[src/rtl/uart_baud_generator.sv]
// UART baud-rate generator: fractional divisor, oversampled sample clock,
// per-sample, per-bit and mid-bit strobes, reloads applied at period boundaries.
module uart_baud_generator #(
    parameter int unsigned DIV_WIDTH  = 16,
    parameter int unsigned FRAC_WIDTH = 4,
    parameter int unsigned OVERSAMPLE = 16
) (
    input  logic                  clk_in,
    input  logic                  rstn_in,
    input  logic                  enable_in,
    input  logic [DIV_WIDTH-1:0]  divisor_in,
    input  logic [FRAC_WIDTH-1:0] frac_in,
    input  logic                  load_in,
    output logic                  bclk_out,
    output logic                  sample_tick_out,
    output logic                  bit_tick_out,
    output logic                  mid_bit_tick_out,
    output logic                  load_pending_out
);
    localparam int unsigned OS_WIDTH = (OVERSAMPLE > 1) ? $clog2(OVERSAMPLE) : 1;
    localparam int unsigned N_WIDTH  = DIV_WIDTH + 1;
    localparam logic [OS_WIDTH-1:0] OS_LAST = OS_WIDTH'(OVERSAMPLE - 1);
    localparam logic [OS_WIDTH-1:0] OS_MID  = OS_WIDTH'(OVERSAMPLE / 2 - 1);

    logic [DIV_WIDTH-1:0]  pend_div_q, pend_div_d, act_div_q, act_div_d;
    logic [FRAC_WIDTH-1:0] pend_frac_q, pend_frac_d, act_frac_q, act_frac_d;
    logic                  pend_flag_q, pend_flag_d;
    logic [DIV_WIDTH-1:0]  slot_q, slot_d;
    logic [N_WIDTH-1:0]    n_q, n_d;
    logic [FRAC_WIDTH-1:0] acc_q, acc_d;
    logic [OS_WIDTH-1:0]   os_q, os_d;
    logic                  running_q, running_d;
    logic                  bclk_q, bclk_d, tick_q, tick_d, bit_q, bit_d, mid_q, mid_d;

    logic                  last_slot, period_start, bypass;
    logic [DIV_WIDTH-1:0]  eff_div;
    logic [FRAC_WIDTH-1:0] eff_frac, eff_acc;
    logic [FRAC_WIDTH:0]   sum;
    logic [N_WIDTH-1:0]    half, slot_ext;

    always_comb begin
        pend_div_d  = pend_div_q;
        pend_frac_d = pend_frac_q;
        pend_flag_d = pend_flag_q;
        act_div_d   = act_div_q;
        act_frac_d  = act_frac_q;
        running_d   = 1'b0;
        slot_d      = '0;
        n_d         = '0;
        acc_d       = '0;
        os_d        = '0;
        bclk_d      = 1'b1;
        tick_d      = 1'b0;
        bit_d       = 1'b0;
        mid_d       = 1'b0;
        sum         = '0;
        half        = '0;
        slot_ext    = '0;
        eff_div     = act_div_q;
        eff_frac    = act_frac_q;
        eff_acc     = acc_q;

        last_slot    = running_q && ({1'b0, slot_q} == n_q - N_WIDTH'(1));
        period_start = !running_q || last_slot;
        // A load landing in the last slot feeds straight into the next period.
        bypass       = enable_in && last_slot && load_in;

        if (!enable_in) begin
            if (pend_flag_q) begin
                act_div_d   = pend_div_q;
                act_frac_d  = pend_frac_q;
                pend_flag_d = 1'b0;
            end
        end else begin
            if (bypass) begin
                eff_div  = divisor_in;
                eff_frac = frac_in;
                eff_acc  = '0;
            end else if (period_start && pend_flag_q) begin
                eff_div     = pend_div_q;
                eff_frac    = pend_frac_q;
                eff_acc     = '0;
                pend_flag_d = 1'b0;
            end
            if (period_start) begin
                act_div_d  = eff_div;
                act_frac_d = eff_frac;
            end

            if (tick_q) begin
                os_d = (os_q == OS_LAST) ? '0 : os_q + 1'b1;
            end else begin
                os_d = os_q;
            end

            if (!period_start) begin
                running_d = 1'b1;
                slot_d    = slot_q + 1'b1;
                n_d       = n_q;
                acc_d     = acc_q;
            end else if (eff_div != '0) begin
                sum       = {1'b0, eff_acc} + {1'b0, eff_frac};
                running_d = 1'b1;
                n_d       = {1'b0, eff_div} + N_WIDTH'(sum[FRAC_WIDTH]);
                acc_d     = sum[FRAC_WIDTH-1:0];
            end else begin
                os_d = '0;
            end

            if (running_d) begin
                slot_ext = {1'b0, slot_d};
                half     = (n_d + N_WIDTH'(1)) >> 1;
                bclk_d   = slot_ext < half;
                tick_d   = slot_ext == n_d - N_WIDTH'(1);
                bit_d    = tick_d && (os_d == OS_LAST);
                mid_d    = tick_d && (os_d == OS_MID);
            end
        end

        if (bypass) begin
            pend_flag_d = 1'b0;
        end else if (load_in) begin
            pend_div_d  = divisor_in;
            pend_frac_d = frac_in;
            pend_flag_d = 1'b1;
        end
    end

    always_ff @(posedge clk_in) begin
        if (!rstn_in) begin
            pend_div_q  <= '0;
            pend_frac_q <= '0;
            pend_flag_q <= 1'b0;
            act_div_q   <= '0;
            act_frac_q  <= '0;
            slot_q      <= '0;
            n_q         <= '0;
            acc_q       <= '0;
            os_q        <= '0;
            running_q   <= 1'b0;
            bclk_q      <= 1'b1;
            tick_q      <= 1'b0;
            bit_q       <= 1'b0;
            mid_q       <= 1'b0;
        end else begin
            pend_div_q  <= pend_div_d;
            pend_frac_q <= pend_frac_d;
            pend_flag_q <= pend_flag_d;
            act_div_q   <= act_div_d;
            act_frac_q  <= act_frac_d;
            slot_q      <= slot_d;
            n_q         <= n_d;
            acc_q       <= acc_d;
            os_q        <= os_d;
            running_q   <= running_d;
            bclk_q      <= bclk_d;
            tick_q      <= tick_d;
            bit_q       <= bit_d;
            mid_q       <= mid_d;
        end
    end

    assign bclk_out         = bclk_q;
    assign sample_tick_out  = tick_q;
    assign bit_tick_out     = bit_q;
    assign mid_bit_tick_out = mid_q;
    assign load_pending_out = pend_flag_q;

endmodule

[config.mk]
export PLATFORM = sky130hd
export DESIGN_NAME = uart_baud_generator
export DESIGN_NICKNAME = d
export VERILOG_FILES = /design/src/rtl/uart_baud_generator.sv
export SDC_FILE = /design/constraint.sdc
export NUM_CORES = 1
export LEC_CHECK = 0
export ABC_CLOCK_PERIOD_IN_PS = 8600
export CORE_MARGIN = 4
export CORE_UTILIZATION = 30
export CTS_BUF_LIST = sky130_fd_sc_hd__clkbuf_2 sky130_fd_sc_hd__clkbuf_4 sky130_fd_sc_hd__clkbuf_8
export DETAILED_ROUTE_END_ITERATION = 16
export DONT_BUFFER_PORTS = 1
export SLEW_MARGIN = 20
export SYNTH_ARGS = -nofsm -noshare
export SYNTH_HDL_FRONTEND = slang
export SYNTH_SLANG_ARGS = --single-unit
[constraint.sdc]
create_clock -name clk_in -period 8.6 [get_ports clk_in]
set_clock_uncertainty 0.2 [all_clocks]
set_input_delay 2.15 -clock clk_in [delete_from_list [all_inputs] [get_ports clk_in]]
set_output_delay 2.15 -clock clk_in [all_outputs]
set_load 0.1 [all_outputs]
==> flow_metrics.py, run 1 <==
metrics = {
    "route": {
        "vias": 6730,
        "drt-total-wl_um": 21600,
        "vias_per_cell": 5.50,
        "drt-initial-drc-count": 497,
        "route.detailed.drc": 0,
        "first_pass_iters": 5,
        "wl_per_cell_um": 17.7,
        "antenna_left": 0,
    },
    "placed_design": {
        "io_buffers": 0,
        "placed_area_um2": 7620,
        "dp.final_hpwl_um": 16000,
        "gp_congestion": 0.883,
        "post-place-ws_ns": 0.358,
    },
    "worst_setup_path": {
        "path_depth": 35,
        "path_class": "flop to flop",
        "start_kind": "flop",
        "cpMaxStageDelayCell": "or4_4",
        "r2r_slack_ns": 0.56,
        "critical-path-top-delay-family": "simple AND/OR/NAND/NOR gates",
        "cp_num_buf_inv": 3,
        "reg2reg_to": "bclk_out$_SDFF_PN1_",
        "rr_worst_depth": 35,
        "crit_arrival_ns": 8.15,
        "cp_max_fo": 11,
        "critPathCaptureType": "flop",
        "cp.required_ns": 8.71,
        "worst_path_largest_cell_delay_ns": 0.61,
        "reg2reg_from": "n_q[2]$_SDFF_PN0_",
    },
    "clock_network": {
        "htreeDepth": 3,
        "insertion_delay_ns": 0.39,
        "cts_tree": "done",
        "cts_buffers": 9,
        "cts_sinks": 87,
        "cts_setup_buffers": 0,
        "path_clk_slew_ns": 0.10,
        "cts_root_buffer": "clkbuf_8",
        "cts_buffer_depth": 2,
    },
    "cells_and_area": {
        "multi_input_comb_area_um2": 5270,
        "diodes": 0,
        "fin_nets": 950,
        "drive_gt1_frac": 0.0951,
        "fillers": 2526,
        "regArea_um2": 1740,
        "final_area_um2": 7840,
        "syn_to_final_growth_pct": 8.07,
        "finish.utilization": 0.332,
    },
    "power_and_ir_drop": {
        "clkPwrFrac": 0.268,
        "p_switching_w": 0.000397,
        "combPwrFrac": 0.319,
        "leakagePower_nw": 3.09,
        "seq_power_share": 0.412,
        "p_int_w": 0.000676,
        "vdd_drop_max_v": 0.0000826,
        "swShare": 0.370,
        "powerDensity_nw_per_um2": 137,
    },
    "synth": {
        "synth_edf_count": 0,
        "ys.warnings.count": 0,
        "synth.distinct_cells": 87,
        "async_flop_share": 0,
        "syn-num-nets": 971,
        "ys_seq_area_frac": 0.240,
        "synth_area_per_cell_um2": 7.89,
        "mappedNetlistArea_um2": 7260,
        "ys_seq_elements": 87,
        "ys.flop_type": "dfxtp_1",
        "synth_cells": 920,
    },
    "timing": {
        "layout_setup_ws_ns": 0.563,
        "rsz0062_at_grt": "false",
        "slew_viol_final": 0,
        "setup-tns-final_ns": 0,
        "slew-limit-headroom": 0.326,
        "fmax_mhz": 124,
        "fin_crit_ns": 8.04,
        "hold_viol": 0,
        "hold_slack_ns": 0.265,
        "setup_viol": 0,
        "min_period_over_period": 0.934,
        "worst_slew_pin_slew_ns": 1.01,
    },
    "global_route": {
        "grt_usage": 0.163,
        "grt_pass1_wl_um": 34600,
        "antenna_found_initial": 0,
        "grt_max_degree": 49,
        "overflow": 0,
        "grt_pass1_vias": 6212,
    },
    "hold_path": {
        "hold_class": "flop to flop",
        "worstHoldPathCells": 2,
        "hp-start": "acc_q[0]$_SDFFE_PN0N_",
        "holdPathEnd": "acc_q[0]$_SDFFE_PN0N_",
    },
    "die": {
        "pin_count": 29,
        "rows": 56,
        "core_um2": 23600,
        "fp.dieH_um": 164,
        "start_util": 0.307,
        "die_area_um2": 26700,
        "die_w_um": 164,
    },
    "job": {
        "drv_cap": 0,
    },
    "outcome": {
        "status": "finished, final reports clean",
    },
}
[synthesized netlist by cell type (5+ instances only)]
| cell type | instances | share of area |
|---|---|---|
| nor2_1 | 91 | 0.047 |
| dfxtp_1 | 87 | 0.24 |
| nand2_1 | 76 | 0.039 |
| mux2i_1 | 56 | 0.077 |
| xnor2_1 | 53 | 0.064 |
| a21oi_1 | 45 | 0.031 |
| nand3_1 | 38 | 0.026 |
| o21ai_0 | 38 | 0.026 |
| clkbuf_1 | 36 | 0.019 |
| nor2b_1 | 33 | 0.028 |
| xor2_1 | 33 | 0.040 |
| nor3_1 | 31 | 0.021 |
| ha_1 | 26 | 0.045 |
| inv_1 | 17 | 0.0088 |
| a211oi_1 | 16 | 0.017 |
| a21o_1 | 15 | 0.016 |
| and3_1 | 15 | 0.013 |
| o211a_1 | 12 | 0.017 |
| and2_1 | 11 | 0.0095 |
| nand4_1 | 11 | 0.0095 |
| nor4_1 | 11 | 0.0095 |
| a31oi_1 | 8 | 0.0069 |
| o211ai_1 | 8 | 0.0083 |
| buf_1 | 7 | 0.0036 |
| buf_2 | 7 | 0.0048 |
| a22oi_1 | 6 | 0.0062 |
| mux2_2 | 6 | 0.0093 |
| nand2b_1 | 6 | 0.0052 |
| or3_1 | 6 | 0.0052 |
| or4_1 | 6 | 0.0062 |
| o2bb2ai_1 | 5 | 0.0060 |
| o31ai_1 | 5 | 0.0052 |
[tightest hold or removal path: cells and delay by family, from the launching register on]
kind	cells	cell delay [ns]
simple gates	1	0.05
compound gates	1	0.05
flops	1	0.32
[through the flow]
stage / total power [W] / instances
after floorplan: 0.000710 / 920
after global placement: 0.000783 / 1207
after detailed placement: 0.000785 / 1207
after CTS: 0.00107 / 1223
after global routing: 0.00114 / 1223
final: 0.00107 / 1223
[layout by cell type, fill, tap and decap left out, types with 8 or more instances in the layout]
master,instances
a211oi_1,14
a21o_1,15
a21oi_1,44
a31oi_1,8
and2_1,11
and3_1,15
buf_4,24
clkbuf_8,9
dfxtp_1,85
ha_1,26
inv_1,17
mux2i_1,56
nand2_1,75
nand3_1,38
nand4_1,11
nor2_1,91
nor2b_1,33
nor3_1,28
nor4_1,11
o211a_1,12
o211ai_1,8
o21ai_0,34
xnor2_1,52
xor2_1,33
[logic make-up (layout without fill, tap and decap cells)]
kind of cell	Yosys count	count (layout)	synth area share
AND/OR/NAND/NOR	373	373	0.273
AO/OA/AOI/OAI	210	210	0.202
flip-flops	87	87	0.240
XOR/XNOR	86	86	0.104
buffers and inverters	73	57	0.0436
multiplexers	64	64	0.0900
adder cells (fa/ha/maj)	27	27	0.0476
[worst max path at each step]
stage	start	endpoint
finish	n_q[2]$_SDFF_PN0_	bclk_out$_SDFF_PN1_
global route	n_q[0]$_SDFF_PN0_	bclk_out$_SDFF_PN1_
CTS	n_q[0]$_SDFF_PN0_	bclk_out$_SDFF_PN1_
floorplan	n_q[2]$_SDFF_PN0_	bclk_out$_SDFF_PN1_
detailed placement	n_q[0]$_SDFF_PN0_	bclk_out$_SDFF_PN1_
global placement	enable_in	bclk_out$_SDFF_PN1_
[repair_timing]
action	CTS	global route
endpoints found under the setup margin	0	3
hold buffers	0	0
gates resized for setup	0	10
[final cells by class]
type,count,area share
tap,319,0.0509
sequential,87,0.222
inverter,17,0.00814
clock inverter,6,0.00670
timing repair buffer,24,0.0230
multi-input combinational,760,0.672
clock buffer,10,0.0168
[power groups by stage]
stage	Combinational [W]	Clock, W	Sequential, W
2_1_floorplan	0.000267	0	0.000443
3_3_place_gp	0.000332	0	0.000450
3_5_place_dp	0.000335	0	0.000451
4_1_cts	0.000337	0.000297	0.000441
5_1_grt	0.000378	0.000313	0.000445
6_report	0.000343	0.000288	0.000442
[flip-flops by register name, summed over array words and instances, names as in the netlist]
| signal | flops |
|---|---|
| mid_bit_tick_out | 1 |
| pend_frac_q | 4 |
| pend_div_q | 16 |
| bit_tick_out | 1 |
| os_q | 4 |
| running_q | 1 |
| sample_tick_out | 1 |
| load_pending_out | 1 |
| slot_q | 16 |
| n_q | 17 |
| act_frac_q | 4 |
| act_div_q | 16 |
| bclk_out | 1 |
| acc_q | 4 |
[routing by layer]
metal / track usage / part of all wire / vias to the layer above
met4: 0.0507 / 0.020 / 0
met2: 0.266 / 0.47 / 208
met5: 0 / 0 / -
met3: 0.0293 / 0.057 / 28
met1: 0.218 / 0.45 / 3189
li1: - / - / 3305
(Power assumes the default switching activity.)
==> run 2, diff against run 1 <==
Settings changed: ABC_CLOCK_PERIOD_IN_PS 8600 to 9500, GPL_ROUTABILITY_DRIVEN from default to 0.
Clock period 8.6 ns to 9.5 ns, I/O delays scaled along.
==> run 2 against run 1 <==
Combinational power fell by 11%. Flip-flop and latch count did not move. Via count rose by 0.24%. Cell area fell by 1.5%. Routed wire length rose by 0.54%. Sequential share of layout area rose by 0.34 points. Clock power fell by 10%. Non-clock buffer count fell by 9. Die area did not move. First-iteration DRC count rose by 8.5%.
==> flow_metrics.py, run 2 (same netlist as run 1, synthesis figures left out) <==
metrics = {
    "outcome": {
        "status": "finished, final reports clean",
    },
    "placed_design": {
        "placed_cells": 1198,
        "dp.final_hpwl_um": 16100,
        "io_buffers": 0,
    },
    "cells_and_area": {
        "fin_nets": 941,
        "largest_register_ff_count": 17,
        "final_cell_mix": "nor2_1 (91), dfxtp_1 (85), nand2_1 (76)",
        "drive_gt1_frac": 0.0771,
        "final_common_cell": "nor2_1",
        "diodes": 0,
        "syn_to_final_growth_pct": 6.43,
        "layout.cells.non_filler": 1214,
        "top_register": "n_q",
    },
    "worst_setup_path": {
        "worst_path_largest_cell_delay_ns": 0.60,
        "critPathCaptureType": "flop",
        "cp_max_fo": 11,
        "start_kind": "flop",
        "crit_arrival_ns": 8.67,
        "path_class": "flop to flop",
        "cpMaxStageDelayCell": "or4_4",
        "cp.required_ns": 9.60,
    },
    "global_route": {
        "antenna_found_initial": 0,
        "grt_usage": 0.164,
        "grt_pass1_wl_um": 35100,
        "overflow": 0,
        "grt_max_degree": 49,
        "grt_pass1_vias": 6479,
    },
    "clock_network": {
        "cts_buffers": 9,
        "ctsHoldBuffers": 0,
        "path_clk_slew_ns": 0.10,
        "cts_root_buffer": "clkbuf_8",
        "cts_sinks": 87,
        "insertion_delay_ns": 0.39,
        "cts_buffer_depth": 2,
        "cts_tree": "done",
        "ctsResizeCount": 0,
        "htreeDepth": 3,
        "cts_setup_buffers": 0,
    },
    "die": {
        "start_util": 0.307,
        "die_w_um": 164,
        "pin_count": 29,
        "rows": 56,
        "fp.dieH_um": 164,
        "core_um2": 23600,
        "die_area_um2": 26700,
    },
    "timing": {
        "setup_viol": 0,
        "setup-tns-final_ns": 0,
        "slew_viol_final": 0,
        "fmax_mhz": 117,
        "fin_crit_ns": 8.57,
        "rsz0062_at_grt": "false",
        "slew-limit-headroom": 0.330,
        "hold_viol": 0,
        "min_period_over_period": 0.902,
        "worst_slew_pin_slew_ns": 1.00,
    },
    "power_and_ir_drop": {
        "powerDensity_nw_per_um2": 125,
        "vdd_drop_max_v": 0.0000568,
        "leakagePower_nw": 3.04,
    },
    "route": {
        "vias_per_cell": 5.56,
        "first_pass_iters": 5,
        "vias": 6746,
        "drt-total-wl_um": 21700,
        "antenna_left": 0,
        "drt-initial-drc-count": 539,
        "wl_per_cell_um": 17.9,
        "route.detailed.drc": 0,
    },
    "hold_path": {
        "hold_class": "flop to flop",
    },
    "job": {
        "drv_cap": 0,
    },
}
==> run 2: per-layer routing <==
metal / vias up / routed length [um] / share of wire / global-route usage
met2: 191 / 10100 / 0.47 / 0.268
met4: 0 / 639 / 0.029 / 0.0625
li1: 3278 / - / - / -
met5: - / 0 / 0 / 0
met1: 3234 / 9880 / 0.46 / 0.216
met3: 43 / 1070 / 0.049 / 0.0293
==> run 2: path summary, 6_finish.rpt <==
path	start	to	slack (ns)	cells past startpoint
hold reg to reg	acc_q[0]$_SDFFE_PN0N_	acc_q[0]$_SDFFE_PN0N_	0.26	2
setup reg to reg	n_q[2]$_SDFF_PN0_	bclk_out$_SDFF_PN1_	0.93	34
hold / removal	acc_q[0]$_SDFFE_PN0N_	acc_q[0]$_SDFFE_PN0N_	0.26	2
setup / recovery	n_q[2]$_SDFF_PN0_	bclk_out$_SDFF_PN1_	0.93	34
==> run 2: through the flow <==
| stage | total power, W | util | hold slack (ns) | instance area [um^2] | setup slack, ns |
|---|---|---|---|---|---|
| 2_1_floorplan | 0.000642 | - | 0.232 | 7260 | 0.626 |
| 3_3_place_gp | 0.000707 | 0.319 | 0.249 | 7540 | 1.17 |
| 3_5_place_dp | 0.000709 | 0.319 | 0.249 | 7540 | 0.993 |
| 4_1_cts | 0.000968 | 0.327 | 0.263 | 7720 | 1.00 |
| 5_1_grt | 0.00102 | 0.327 | 0.280 | 7720 | 0.197 |
| 6_report | 0.000964 | 0.327 | 0.263 | 7720 | 0.931 |
==> run 2: area by class of cell <==
class,count,area [um^2]
fillers,2511,15900
flip-flops and latches,87,1740
inverters,17,63.8
well taps,319,399
multi-input cells,760,5230
clock buffers,9,124
repair buffers,15,113
clock inverters,7,55.1
==> run 2: where the power goes <==
group          switching, W  internal (W)  total, W
logic              0.000180      0.000124  0.000304
registers         0.0000213      0.000381  0.000402
clock network      0.000160     0.0000989  0.000259
==> run 2: critical path, delay by kind of cell, from the launching register on <==
kind / cells / cell delay, ns
multiplexers: 1 / 0.20
XOR/XNOR: 1 / 0.16
AO/OA/AOI/OAI: 11 / 2.08
AND/OR/NAND/NOR: 15 / 4.15
flip-flops: 1 / 0.46
buffers and inverters: 2 / 0.12
adder cells (fa/ha/maj): 4 / 1.11
==> run 3, diff against run 2 <==
Settings changed: REMOVE_ABC_BUFFERS from default to 1.
==> run 3 against run 2 <==
Cell count unchanged. Critical endpoint unchanged. Global-route usage is essentially flat. Largest power group unchanged. Total power is 2.4% higher.
==> flow_metrics.py, run 3 (same netlist as run 1, synthesis figures left out) <==
metrics = {
    "outcome": {
        "status": "finished, final reports clean",
    },
    "cells_and_area": {
        "fin_nets": 941,
        "fillers": 2531,
        "top_register": "n_q",
        "finish.utilization": 0.328,
        "drive_gt1_frac": 0.0771,
        "largest_register_ff_count": 17,
        "final_cell_mix": "nor2_1 (91), dfxtp_1 (85), nand2_1 (76)",
        "final_common_cell": "nor2_1",
        "regArea_um2": 1740,
        "diodes": 0,
        "syn_to_final_growth_pct": 6.79,
        "multi_input_comb_area_um2": 5230,
    },
    "clock_network": {
        "insertion_delay_ns": 0.38,
        "cts_root_buffer": "clkbuf_8",
        "cts_buffers": 9,
        "htreeDepth": 3,
        "cts_setup_buffers": 0,
        "path_clk_slew_ns": 0.10,
        "ctsHoldBuffers": 0,
        "ctsResizeCount": 0,
        "cts_sinks": 87,
        "cts_tree": "done",
        "cts_buffer_depth": 2,
    },
    "power_and_ir_drop": {
        "p_int_w": 0.000634,
        "p_switching_w": 0.000353,
        "fin_total_pwr_w": 0.000987,
        "vdd_drop_max_v": 0.0000786,
        "seq_power_share": 0.405,
        "clkPwrFrac": 0.284,
        "swShare": 0.358,
        "powerDensity_nw_per_um2": 127,
        "combPwrFrac": 0.311,
        "leakagePower_nw": 3.04,
    },
    "hold_path": {
        "hold_class": "flop to flop",
        "worstHoldPathCells": 2,
    },
    "timing": {
        "slew-limit-headroom": 0.303,
        "slew_viol_final": 0,
        "worst_slew_pin_slew_ns": 1.04,
        "setup_viol": 0,
        "rsz0062_at_grt": "false",
        "fin_crit_ns": 8.58,
        "min_period_over_period": 0.903,
        "layout_setup_ws_ns": 0.921,
        "fmax_mhz": 117,
        "setup-tns-final_ns": 0,
        "hold_viol": 0,
    },
    "global_route": {
        "grt_usage": 0.164,
        "overflow": 0,
        "antenna_found_initial": 0,
        "grt_pass1_wl_um": 35600,
        "grt_pass1_vias": 6328,
        "grt_max_degree": 49,
    },
    "route": {
        "route.detailed.drc": 0,
        "vias_per_cell": 5.58,
        "wl_per_cell_um": 17.8,
        "drt-total-wl_um": 21600,
        "vias": 6776,
        "first_pass_iters": 5,
        "drt-initial-drc-count": 643,
        "antenna_left": 0,
    },
    "worst_setup_path": {
        "start_kind": "flop",
        "path_class": "flop to flop",
        "cp_max_fo": 11,
        "cp.required_ns": 9.60,
        "critPathCaptureType": "flop",
        "rr_worst_depth": 34,
        "crit_arrival_ns": 8.68,
        "r2r_slack_ns": 0.92,
        "cpMaxStageDelayCell": "or4_4",
        "worst_path_largest_cell_delay_ns": 0.60,
    },
    "die": {
        "fp.dieH_um": 164,
        "die_w_um": 164,
        "start_util": 0.307,
        "core_um2": 23600,
        "die_area_um2": 26700,
        "pin_count": 29,
        "rows": 56,
    },
    "placed_design": {
        "io_buffers": 0,
        "dp.final_hpwl_um": 16100,
        "post-place-ws_ns": 0.947,
    },
    "job": {
        "drv_cap": 0,
    },
}
run 3: final timing paths:
| path | from | end |
|---|---|---|
| max | n_q[2]$_SDFF_PN0_ | bclk_out$_SDFF_PN1_ |
| max reg2reg | n_q[2]$_SDFF_PN0_ | bclk_out$_SDFF_PN1_ |
| min | acc_q[0]$_SDFFE_PN0N_ | acc_q[0]$_SDFFE_PN0N_ |
| min reg2reg | acc_q[0]$_SDFFE_PN0N_ | acc_q[0]$_SDFFE_PN0N_ |
run 3: layout make-up:
| cell class | instances | share of cell area |
|---|---|---|
| clock buffer | 10 | 0.0178 |
| tap | 319 | 0.0515 |
| sequential | 87 | 0.225 |
| multi-input combinational | 760 | 0.674 |
| timing repair buffer | 15 | 0.0145 |
| clock inverter | 6 | 0.00872 |
| inverter | 17 | 0.00823 |
run 3: power groups by stage:
stage                     clock network [W]  logic [W]  registers, W
after floorplan                           0   0.000228      0.000406
after global placement                    0   0.000300      0.000408
after detailed placement                  0   0.000302      0.000408
after CTS                          0.000288   0.000304      0.000400
after global routing               0.000303   0.000338      0.000403
final                              0.000280   0.000307      0.000400
run 3: metrics by stage:
| stage | instances | hold slack (ns) | instance area [um^2] |
|---|---|---|---|
| finish | 1214 | 0.257 | 7750 |
| detailed placement | 1198 | 0.250 | 7540 |
| global placement | 1198 | 0.248 | 7540 |
| CTS | 1214 | 0.263 | 7750 |
| floorplan | 864 | 0.232 | 7000 |
| global route | 1214 | 0.314 | 7750 |
run 3: critical path, delay by kind of cell (launching register included):
family	cells	cell delay, ns
simple gates	15	4.11
compound gates	11	2.12
fa+ha+maj	4	1.13
flops	1	0.46
mux	1	0.20
xor+xnor	1	0.16
buf+inv	2	0.14
run 3: metal layers:
metal  part of all wire  up-vias  GRT usage  wire length [um]
li1                   -     3288          -                 -
met1               0.47     3237      0.227             10100
met2               0.47      227      0.268             10100
met5                  0        -          0                 0
met3              0.054       24     0.0255              1180
met4              0.013        0     0.0416               280
